[src/rtl/mips_multicycle_ctrl.sv]
// Multi-cycle MIPS control unit: Moore FSM sequencing fetch/decode/execute/memory/write-back,
// with memory wait states, a retired-instruction counter and a sticky illegal-instruction trap.
module mips_multicycle_ctrl #(
  parameter int ALU_CTRL_W = 5,
  parameter int CNT_W      = 32
) (
  input  logic                  clk,
  input  logic                  rst,
  input  logic [31:0]           instr,
  input  logic                  iszero,
  input  logic                  mem_ready,
  output logic                  PCWrite,
  output logic                  PCWriteCond,
  output logic                  IorD,
  output logic                  IRWrite,
  output logic                  MemRead,
  output logic                  MemWrite,
  output logic                  MemToReg,
  output logic                  RegDst,
  output logic                  RegWrite,
  output logic                  ALUSrcA,
  output logic [1:0]            ALUSrcB,
  output logic [1:0]            PCSrc,
  output logic [ALU_CTRL_W-1:0] alu_control,
  output logic [3:0]            state,
  output logic                  illegal,
  output logic [CNT_W-1:0]      retired
);

  // Memory handshake: mem_ready high in FETCH, MEMRD or MEMWR means the access
  // completes at the next rising edge; while it is low the FSM holds its state.

  typedef enum logic [3:0] {
    S_FETCH  = 4'd0,
    S_DECODE = 4'd1,
    S_MEMADR = 4'd2,
    S_MEMRD  = 4'd3,
    S_MEMWB  = 4'd4,
    S_MEMWR  = 4'd5,
    S_EXEC   = 4'd6,
    S_ALUWB  = 4'd7,
    S_BRANCH = 4'd8,
    S_ADDIEX = 4'd9,
    S_ADDIWB = 4'd10,
    S_JUMP   = 4'd11,
    S_TRAP   = 4'd12
  } state_e;

  localparam logic [5:0] OP_RTYPE = 6'b000000;
  localparam logic [5:0] OP_LW    = 6'b100011;
  localparam logic [5:0] OP_SW    = 6'b101011;
  localparam logic [5:0] OP_BEQ   = 6'b000100;
  localparam logic [5:0] OP_ADDI  = 6'b001000;
  localparam logic [5:0] OP_J     = 6'b000010;

  localparam logic [5:0] FN_ADD = 6'b100000;
  localparam logic [5:0] FN_SUB = 6'b100010;
  localparam logic [5:0] FN_AND = 6'b100100;
  localparam logic [5:0] FN_OR  = 6'b100101;
  localparam logic [5:0] FN_SLT = 6'b101010;

  localparam logic [ALU_CTRL_W-1:0] ALU_ADD = ALU_CTRL_W'(0);
  localparam logic [ALU_CTRL_W-1:0] ALU_SUB = ALU_CTRL_W'(1);
  localparam logic [ALU_CTRL_W-1:0] ALU_AND = ALU_CTRL_W'(2);
  localparam logic [ALU_CTRL_W-1:0] ALU_OR  = ALU_CTRL_W'(3);
  localparam logic [ALU_CTRL_W-1:0] ALU_SLT = ALU_CTRL_W'(4);

  state_e           state_q, state_d;
  logic             illegal_q, illegal_d;
  logic [CNT_W-1:0] retired_q, retired_d;

  logic [5:0] opcode;
  logic [5:0] funct;
  logic       funct_ok;
  logic       retire;

  // The branch-taken decision is made in the datapath, so the zero flag and the
  // register/immediate fields of instr are not needed here.
  logic unused_inputs;
  assign unused_inputs = ^{iszero, instr[25:6]};

  assign opcode = instr[31:26];
  assign funct  = instr[5:0];

  always_comb begin
    funct_ok = 1'b0;
    case (funct)
      FN_ADD, FN_SUB, FN_AND, FN_OR, FN_SLT: funct_ok = 1'b1;
      default:                               funct_ok = 1'b0;
    endcase
  end

  always_ff @(posedge clk or negedge rst) begin
    if (!rst) begin
      state_q   <= S_FETCH;
      illegal_q <= 1'b0;
      retired_q <= '0;
    end else begin
      state_q   <= state_d;
      illegal_q <= illegal_d;
      retired_q <= retired_d;
    end
  end

  always_comb begin
    state_d = state_q;
    retire  = 1'b0;
    case (state_q)
      S_FETCH:  if (mem_ready) state_d = S_DECODE;
      S_DECODE: begin
        case (opcode)
          OP_LW, OP_SW: state_d = S_MEMADR;
          OP_RTYPE:     state_d = funct_ok ? S_EXEC : S_TRAP;
          OP_BEQ:       state_d = S_BRANCH;
          OP_ADDI:      state_d = S_ADDIEX;
          OP_J:         state_d = S_JUMP;
          default:      state_d = S_TRAP;
        endcase
      end
      S_MEMADR: state_d = (opcode == OP_LW) ? S_MEMRD : S_MEMWR;
      S_MEMRD:  if (mem_ready) state_d = S_MEMWB;
      S_MEMWB:  begin state_d = S_FETCH; retire = 1'b1; end
      S_MEMWR:  if (mem_ready) begin state_d = S_FETCH; retire = 1'b1; end
      S_EXEC:   state_d = S_ALUWB;
      S_ALUWB:  begin state_d = S_FETCH; retire = 1'b1; end
      S_BRANCH: begin state_d = S_FETCH; retire = 1'b1; end
      S_ADDIEX: state_d = S_ADDIWB;
      S_ADDIWB: begin state_d = S_FETCH; retire = 1'b1; end
      S_JUMP:   begin state_d = S_FETCH; retire = 1'b1; end
      S_TRAP:   state_d = S_TRAP;
      default:  state_d = S_TRAP;
    endcase
    illegal_d = illegal_q | (state_d == S_TRAP);
    retired_d = retire ? retired_q + CNT_W'(1) : retired_q;
  end

  // Moore outputs; only IRWrite/PCWrite in FETCH look at mem_ready. Everything
  // is held low while reset is asserted so an aborted access never writes.
  always_comb begin
    PCWrite     = 1'b0;
    PCWriteCond = 1'b0;
    IorD        = 1'b0;
    IRWrite     = 1'b0;
    MemRead     = 1'b0;
    MemWrite    = 1'b0;
    MemToReg    = 1'b0;
    RegDst      = 1'b0;
    RegWrite    = 1'b0;
    ALUSrcA     = 1'b0;
    ALUSrcB     = 2'b00;
    PCSrc       = 2'b00;
    alu_control = ALU_ADD;
    if (rst) begin
      case (state_q)
        S_FETCH: begin
          MemRead = 1'b1;
          ALUSrcB = 2'b01;
          IRWrite = mem_ready;
          PCWrite = mem_ready;
        end
        S_DECODE: ALUSrcB = 2'b11;
        S_MEMADR, S_ADDIEX: begin
          ALUSrcA = 1'b1;
          ALUSrcB = 2'b10;
        end
        S_MEMRD: begin
          IorD    = 1'b1;
          MemRead = 1'b1;
        end
        S_MEMWB: begin
          MemToReg = 1'b1;
          RegWrite = 1'b1;
        end
        S_MEMWR: begin
          IorD     = 1'b1;
          MemWrite = 1'b1;
        end
        S_EXEC: begin
          ALUSrcA = 1'b1;
          case (funct)
            FN_SUB:  alu_control = ALU_SUB;
            FN_AND:  alu_control = ALU_AND;
            FN_OR:   alu_control = ALU_OR;
            FN_SLT:  alu_control = ALU_SLT;
            default: alu_control = ALU_ADD;
          endcase
        end
        S_ALUWB: begin
          RegDst   = 1'b1;
          RegWrite = 1'b1;
        end
        S_BRANCH: begin
          ALUSrcA     = 1'b1;
          alu_control = ALU_SUB;
          PCWriteCond = 1'b1;
          PCSrc       = 2'b01;
        end
        S_ADDIWB: RegWrite = 1'b1;
        S_JUMP: begin
          PCWrite = 1'b1;
          PCSrc   = 2'b10;
        end
        default: ;
      endcase
    end
  end

  assign state   = state_q;
  assign illegal = illegal_q;
  assign retired = retired_q;

endmodule

[config.mk]
export PLATFORM = sky130hd
export DESIGN_NAME = mips_multicycle_ctrl
export DESIGN_NICKNAME = d
export VERILOG_FILES = /design/src/rtl/mips_multicycle_ctrl.sv
export SDC_FILE = /design/constraint.sdc
export NUM_CORES = 1
export LEC_CHECK = 0
export CAP_MARGIN = 20
export CORE_MARGIN = 4
export CORE_UTILIZATION = 43
export DETAILED_ROUTE_END_ITERATION = 12
export GPL_ROUTABILITY_DRIVEN = 0
export PLACE_DENSITY = 0.91
export SKIP_CTS_REPAIR_TIMING = 1
export SLEW_MARGIN = 20
export SYNTH_ARGS = -nofsm -noshare
export SYNTH_HDL_FRONTEND = slang
export SYNTH_SLANG_ARGS = --single-unit
[constraint.sdc]
create_clock -name clk -period 2.4 [get_ports clk]
set_clock_uncertainty 0.05 [all_clocks]
set_input_delay 0.24 -clock clk [delete_from_list [all_inputs] [get_ports clk]]
set_output_delay 0.24 -clock clk [all_outputs]
set_load 0.02 [all_outputs]
==> results of run 1 <==
==> power breakdown <==
part	leakage, nW	switching [mW]	internal [mW]
clock network	0.0542	0.212	0.259
registers	0.493	0.101	0.712
logic	0.862	0.647	0.528
==> worst max-delay path, delay by kind of cell, from the launching register on <==
kind                   cells  cell delay, ns
buffers and inverters      2            0.83
and+or+nand+nor            2            0.40
DFF                        1            0.47
==> metrics by stage <==
stage               setup TNS [ns]  hold WS, ns  setup WS (ns)
floorplan                        0       -0.106         0.0272
global placement                 0        0.199         0.0329
detailed placement               0        0.200         0.0267
CTS                         -0.685       -0.118         -0.228
global route                     0        0.134        0.00758
finish                           0       0.0918          0.123
==> synth_stat cells, types with 7 or more instances <==
master,instances
nor2_1,26
xnor2_1,26
xor2_1,7
nor3_1,8
nand4_1,9
dfrtp_1,37
and3_1,7
nor2b_1,7
nand2_1,19
o21ai_0,8
nand3_1,15
==> final cells by class <==
cell class / instances / area [µm²] / area share, %
Clock inverter: 1 / 5.00 / 0.161
Multi-Input combinational cell: 184 / 1190 / 38.4
Clock buffer: 7 / 96.3 / 3.11
Tap cell: 67 / 83.8 / 2.70
Timing Repair Buffer: 80 / 788 / 25.4
Inverter: 3 / 11.3 / 0.363
Sequential cell: 37 / 926 / 29.9
==> sequential cells by signal, indices dropped and copies added (netlist names) <==
signal / count
illegal: 1
state: 4
retired: 32
==> cells by family after synthesis <==
| kind of cell | after synthesis | share of synthesized area [%] |
|---|---|---|
| AO/OA/AOI/OAI | 29 | 9.24 |
| other | 1 | 0.172 |
| XOR/XNOR | 33 | 13.3 |
| buffers and inverters | 14 | 3.56 |
| AND/OR/NAND/NOR | 117 | 29.8 |
| adder cells (fa/ha/maj) | 1 | 0.574 |
| multiplexers | 2 | 0.975 |
| flip-flops | 37 | 42.5 |
==> how the worst min path moves through the flow <==
stage,end
final,retired[0]
after detailed placement,retired[30]
after CTS,retired[30]
after floorplan,illegal
after global placement,retired[30]
after global routing,retired[22]
==> layer usage <==
metal	global-route usage [%]	vias up
met4	6.36	0
met3	4.65	7
met1	23.1	1000
li1	-	983
met2	31.7	52
met5	0	-
==> metrics.csv, run 1 <==
metric,value,unit
rsz0062_at_grt,no,
syn_inst,234,
drc,0,
outcome,"finished, final reports clean",
clkLatencyLatePin,0.29,ns
drt_iter0_markers,139,
drive_above_1_share,10.9,%
overflow,0,
routed_wl,5660,µm
setup.worst_path.start,state[1],
die_h,79.2,µm
async_flop_share,100,%
dieArea,0.00628,mm²
finalHoldViolations,0,
grt_max_degree,26,
power.total,2.46,mW
min_path_type,primary input to async pin,
ys_ff_latch,37,
start_util,45.3,%
cp-endpoint,PCWriteCond,
cts.sinks,37,
grt_pass1_vias,1958,
yosysTopAreaCell,dfrtp_1,
crit_type,flop to primary output,
arrival,1.99,ns
boundaryPins,92,
power_density,793,mW/mm²
n_fill_cell,366,
vias_per_cell,5.39,
synth_edf_count,0,
placed_area,0.00297,mm²
drv_slew,0,
clkTransAtPathRegs,0.07,ns
top_layer_used,met4,
crit_path_cell_trace,buf_4 -> nor2_1 -> and3_1 -> clkdlybuf4s50_1,
crit-reg2reg-launch,retired[7],
avgSynthCellArea,9.32,µm²
cts_root_buf,clkbuf_8,
yosysWarningCount,0,
synth.area.top_cells,"dfrtp_1 42%, xnor2_1 10%, nor2_1 4.5%, nand3_1 3.4%, nand2_1 3.3%",
rows,25,
drtAntennaViolNets,0,
final_common_cell,clkdlybuf4s50_1,
worst_setup_path_end_kind,primary output,
area_growth,42.2,%
wl_met3,274,µm
setup_viol,0,
dp.cells,370,
synthFlopType,dfrtp_1,
final_area,0.00310,mm²
htreeDepth,2,
synth.cell_area,0.00218,mm²
cap_violations,0,
wl_met2,3000,µm
fin_crit_sh,94.9,%
worstPathMaxFanout,10,
synth_cell_types,51,
r2r_slack,0.28,ns
tritoncts,done,
dr.pass1.iters,4,
finish.utilization,64.4,%
ys_seq_area_share,42.5,%
cpPeakStageDelay,0.62,ns
max-slew-margin-rel,63.3,%
fmax,439,MHz
nets,348,
period_minus_slack,2.28,ns
vias,2042,
wl_met1,2320,µm
clock_path_buffers,2,
power_leakage,1.41,nW
r2r-end,retired[23],
cts_buffers,5,
vdd_ir_drop_max,0.475,mV
antenna_found_initial,0,
layout_common_cells,"59 x clkdlybuf4s50_1, 37 x dfrtp_1, 26 x xnor2_1",
reg2reg_depth,5,
worst_pin_slew,0.548,ns
dp_hpwl,4240,µm
die_x,79.2,µm
grt_pass1_wl,9250,µm
worstPathRequired,2.11,ns
yosysTopAreaCellShare,42.5,%
grt_use_total,18.7,%
io_buffers,68,
wire_per_inst,14.9,µm
coreArea,0.00482,mm²
start_kind,flop,
stdcell_count,379,
crit_slowest_cell,clkdlybuf4s50_1,
diodes,0,
Power figures use the tool's default switching activity.
==> run 2, diff against run 1 <==
--- a/config.mk
+++ b/config.mk
@@ -11,6 +11,7 @@
 export DETAILED_ROUTE_END_ITERATION = 12
 export GPL_ROUTABILITY_DRIVEN = 0
 export PLACE_DENSITY = 0.91
+export SETUP_SLACK_MARGIN = 0.4
 export SKIP_CTS_REPAIR_TIMING = 1
 export SLEW_MARGIN = 20
 export SYNTH_ARGS = -nofsm -noshare
==> metrics.csv, run 2 (same netlist as run 1, synthesis figures left out) <==
metric,value,unit
drv_slew,0,
largest_register_ffs,32,
grt_max_degree,27,
diodes,0,
clkTransAtPathRegs,0.07,ns
boundaryPins,92,
worstPathMaxFanout,3,
dp_hpwl,4230,µm
clock_path_buffers,2,
cpPeakStageDelay,0.41,ns
power_density,773,mW/mm²
min_path_type,primary input to async pin,
start_util,45.3,%
cts.sinks,37,
worstPathRequired,2.11,ns
tritoncts,done,
die_x,79.2,µm
io_buffers,68,
area_growth,45.6,%
die_h,79.2,µm
fin_crit_sh,89.0,%
wire_per_inst,14.6,µm
final_common_cell,clkdlybuf4s50_1,
antenna_found_initial,0,
arrival,1.85,ns
cap_violations,0,
fin_hold_ws,0.136,ns
crit_type,flop to primary output,
power_leakage,1.52,nW
nets,351,
placed_area,0.00300,mm²
fmax,468,MHz
clkLatencyLatePin,0.29,ns
vdd_ir_drop_max,0.520,mV
drt_iter0_markers,110,
routed_wl,5600,µm
final_area,0.00318,mm²
crit_path_cell_trace,nor2b_2 -> nand2_1 -> or3_4 -> nor4b_4 -> dlymetal6s2s_1,
path_buf_inv,1,
drc,0,
period_minus_slack,2.14,ns
outcome,"finished, final reports clean",
rows,25,
coreArea,0.00482,mm²
worst_setup_path_end_kind,primary output,
start_kind,flop,
rsz0062_at_grt,yes,
grt_pass1_wl,9250,µm
vias,2022,
crit_family,simple AND/OR/NAND/NOR gates,
finalHoldViolations,0,
dr.pass1.iters,4,
finish.utilization,65.9,%
drive_above_1_share,15.9,%
cts_root_buf,clkbuf_8,
grt_use_total,18.5,%
drtAntennaViolNets,0,
dieArea,0.00628,mm²
layout_common_cells,"50 x clkdlybuf4s50_1, 36 x dfrtp_1, 26 x xnor2_1",
vias_per_cell,5.29,
crit_slowest_cell,or3_4,
grt_pass1_vias,1979,
setup_viol,0,
cts_buffers,5,
htreeDepth,2,
overflow,0,
-- run 2: cell count changes in the layout (fill, tap and decap cells not counted), moves of 2 or more --
cell             change
clkdlybuf4s50_1      -9
dlymetal6s2s_1       +4
buf_2                +2
buf_4                +4
nor2_1               -3
nor2_2               +2
-- run 2: worst paths after layout --
path	depth (start not counted)	slack, ns	to	from
min in group clk	1	0.42	illegal	illegal
max reg2reg	7	0.53	retired[27]	retired[2]
max in group asynchronous	3	1.37	retired[8]	rst
max	5	0.26	alu_control[1]	state[3]
min	3	0.14	retired[25]	rst
min reg2reg	1	0.42	illegal	illegal
-- run 2: area by class of cell --
type                            instances  area (µm²)
Multi-Input combinational cell        184        1240
Fill cell                             394        1640
Timing Repair Buffer                   83         813
Sequential cell                        37         927
Tap cell                               67        83.8
Inverter                                3        11.3
Clock inverter                          1        5.00
Clock buffer                            7        96.3
-- run 2: stage by stage --
step | total power [mW] | std cells | setup slack, ns | setup TNS [ns]
final | 2.46 | 382 | 0.265 | 0
after global routing | 2.61 | 382 | 0.158 | 0
after CTS | 2.46 | 378 | -0.207 | -0.577
after detailed placement | 1.99 | 370 | -0.00627 | -0.00627
after global placement | 1.96 | 370 | 0.00875 | 0
after floorplan | 1.51 | 235 | 0.432 | 0
-- run 2: metal layers --
layer	vias up	global-route usage, %	routed length, µm
met3	22	3.29	330
met1	957	23.2	2240
met4	0	7.56	199
li1	981	-	-
met5	-	0	0
met2	62	31.4	2830
-- run 2: power by group --
group / internal [mW] / leakage, nW / switching [mW]
Combinational: 0.527 / 0.972 / 0.656
Clock: 0.259 / 0.0542 / 0.209
Sequential: 0.713 / 0.491 / 0.0914
-- run 2: worst min-delay path, cell delays in order --
cell and delay, ns:
buf_2 0.11, buf_4 0.18, buf_4 0.34
==> run 3, diff against run 2 <==
--- a/config.mk
+++ b/config.mk
@@ -5,7 +5,6 @@
 export SDC_FILE = /design/constraint.sdc
 export NUM_CORES = 1
 export LEC_CHECK = 0
-export CAP_MARGIN = 20
 export CORE_MARGIN = 4
 export CORE_UTILIZATION = 43
 export DETAILED_ROUTE_END_ITERATION = 12
==> results of run 3 <==
Same layout as run 2: the final DEF is identical, and so are final timing and power.
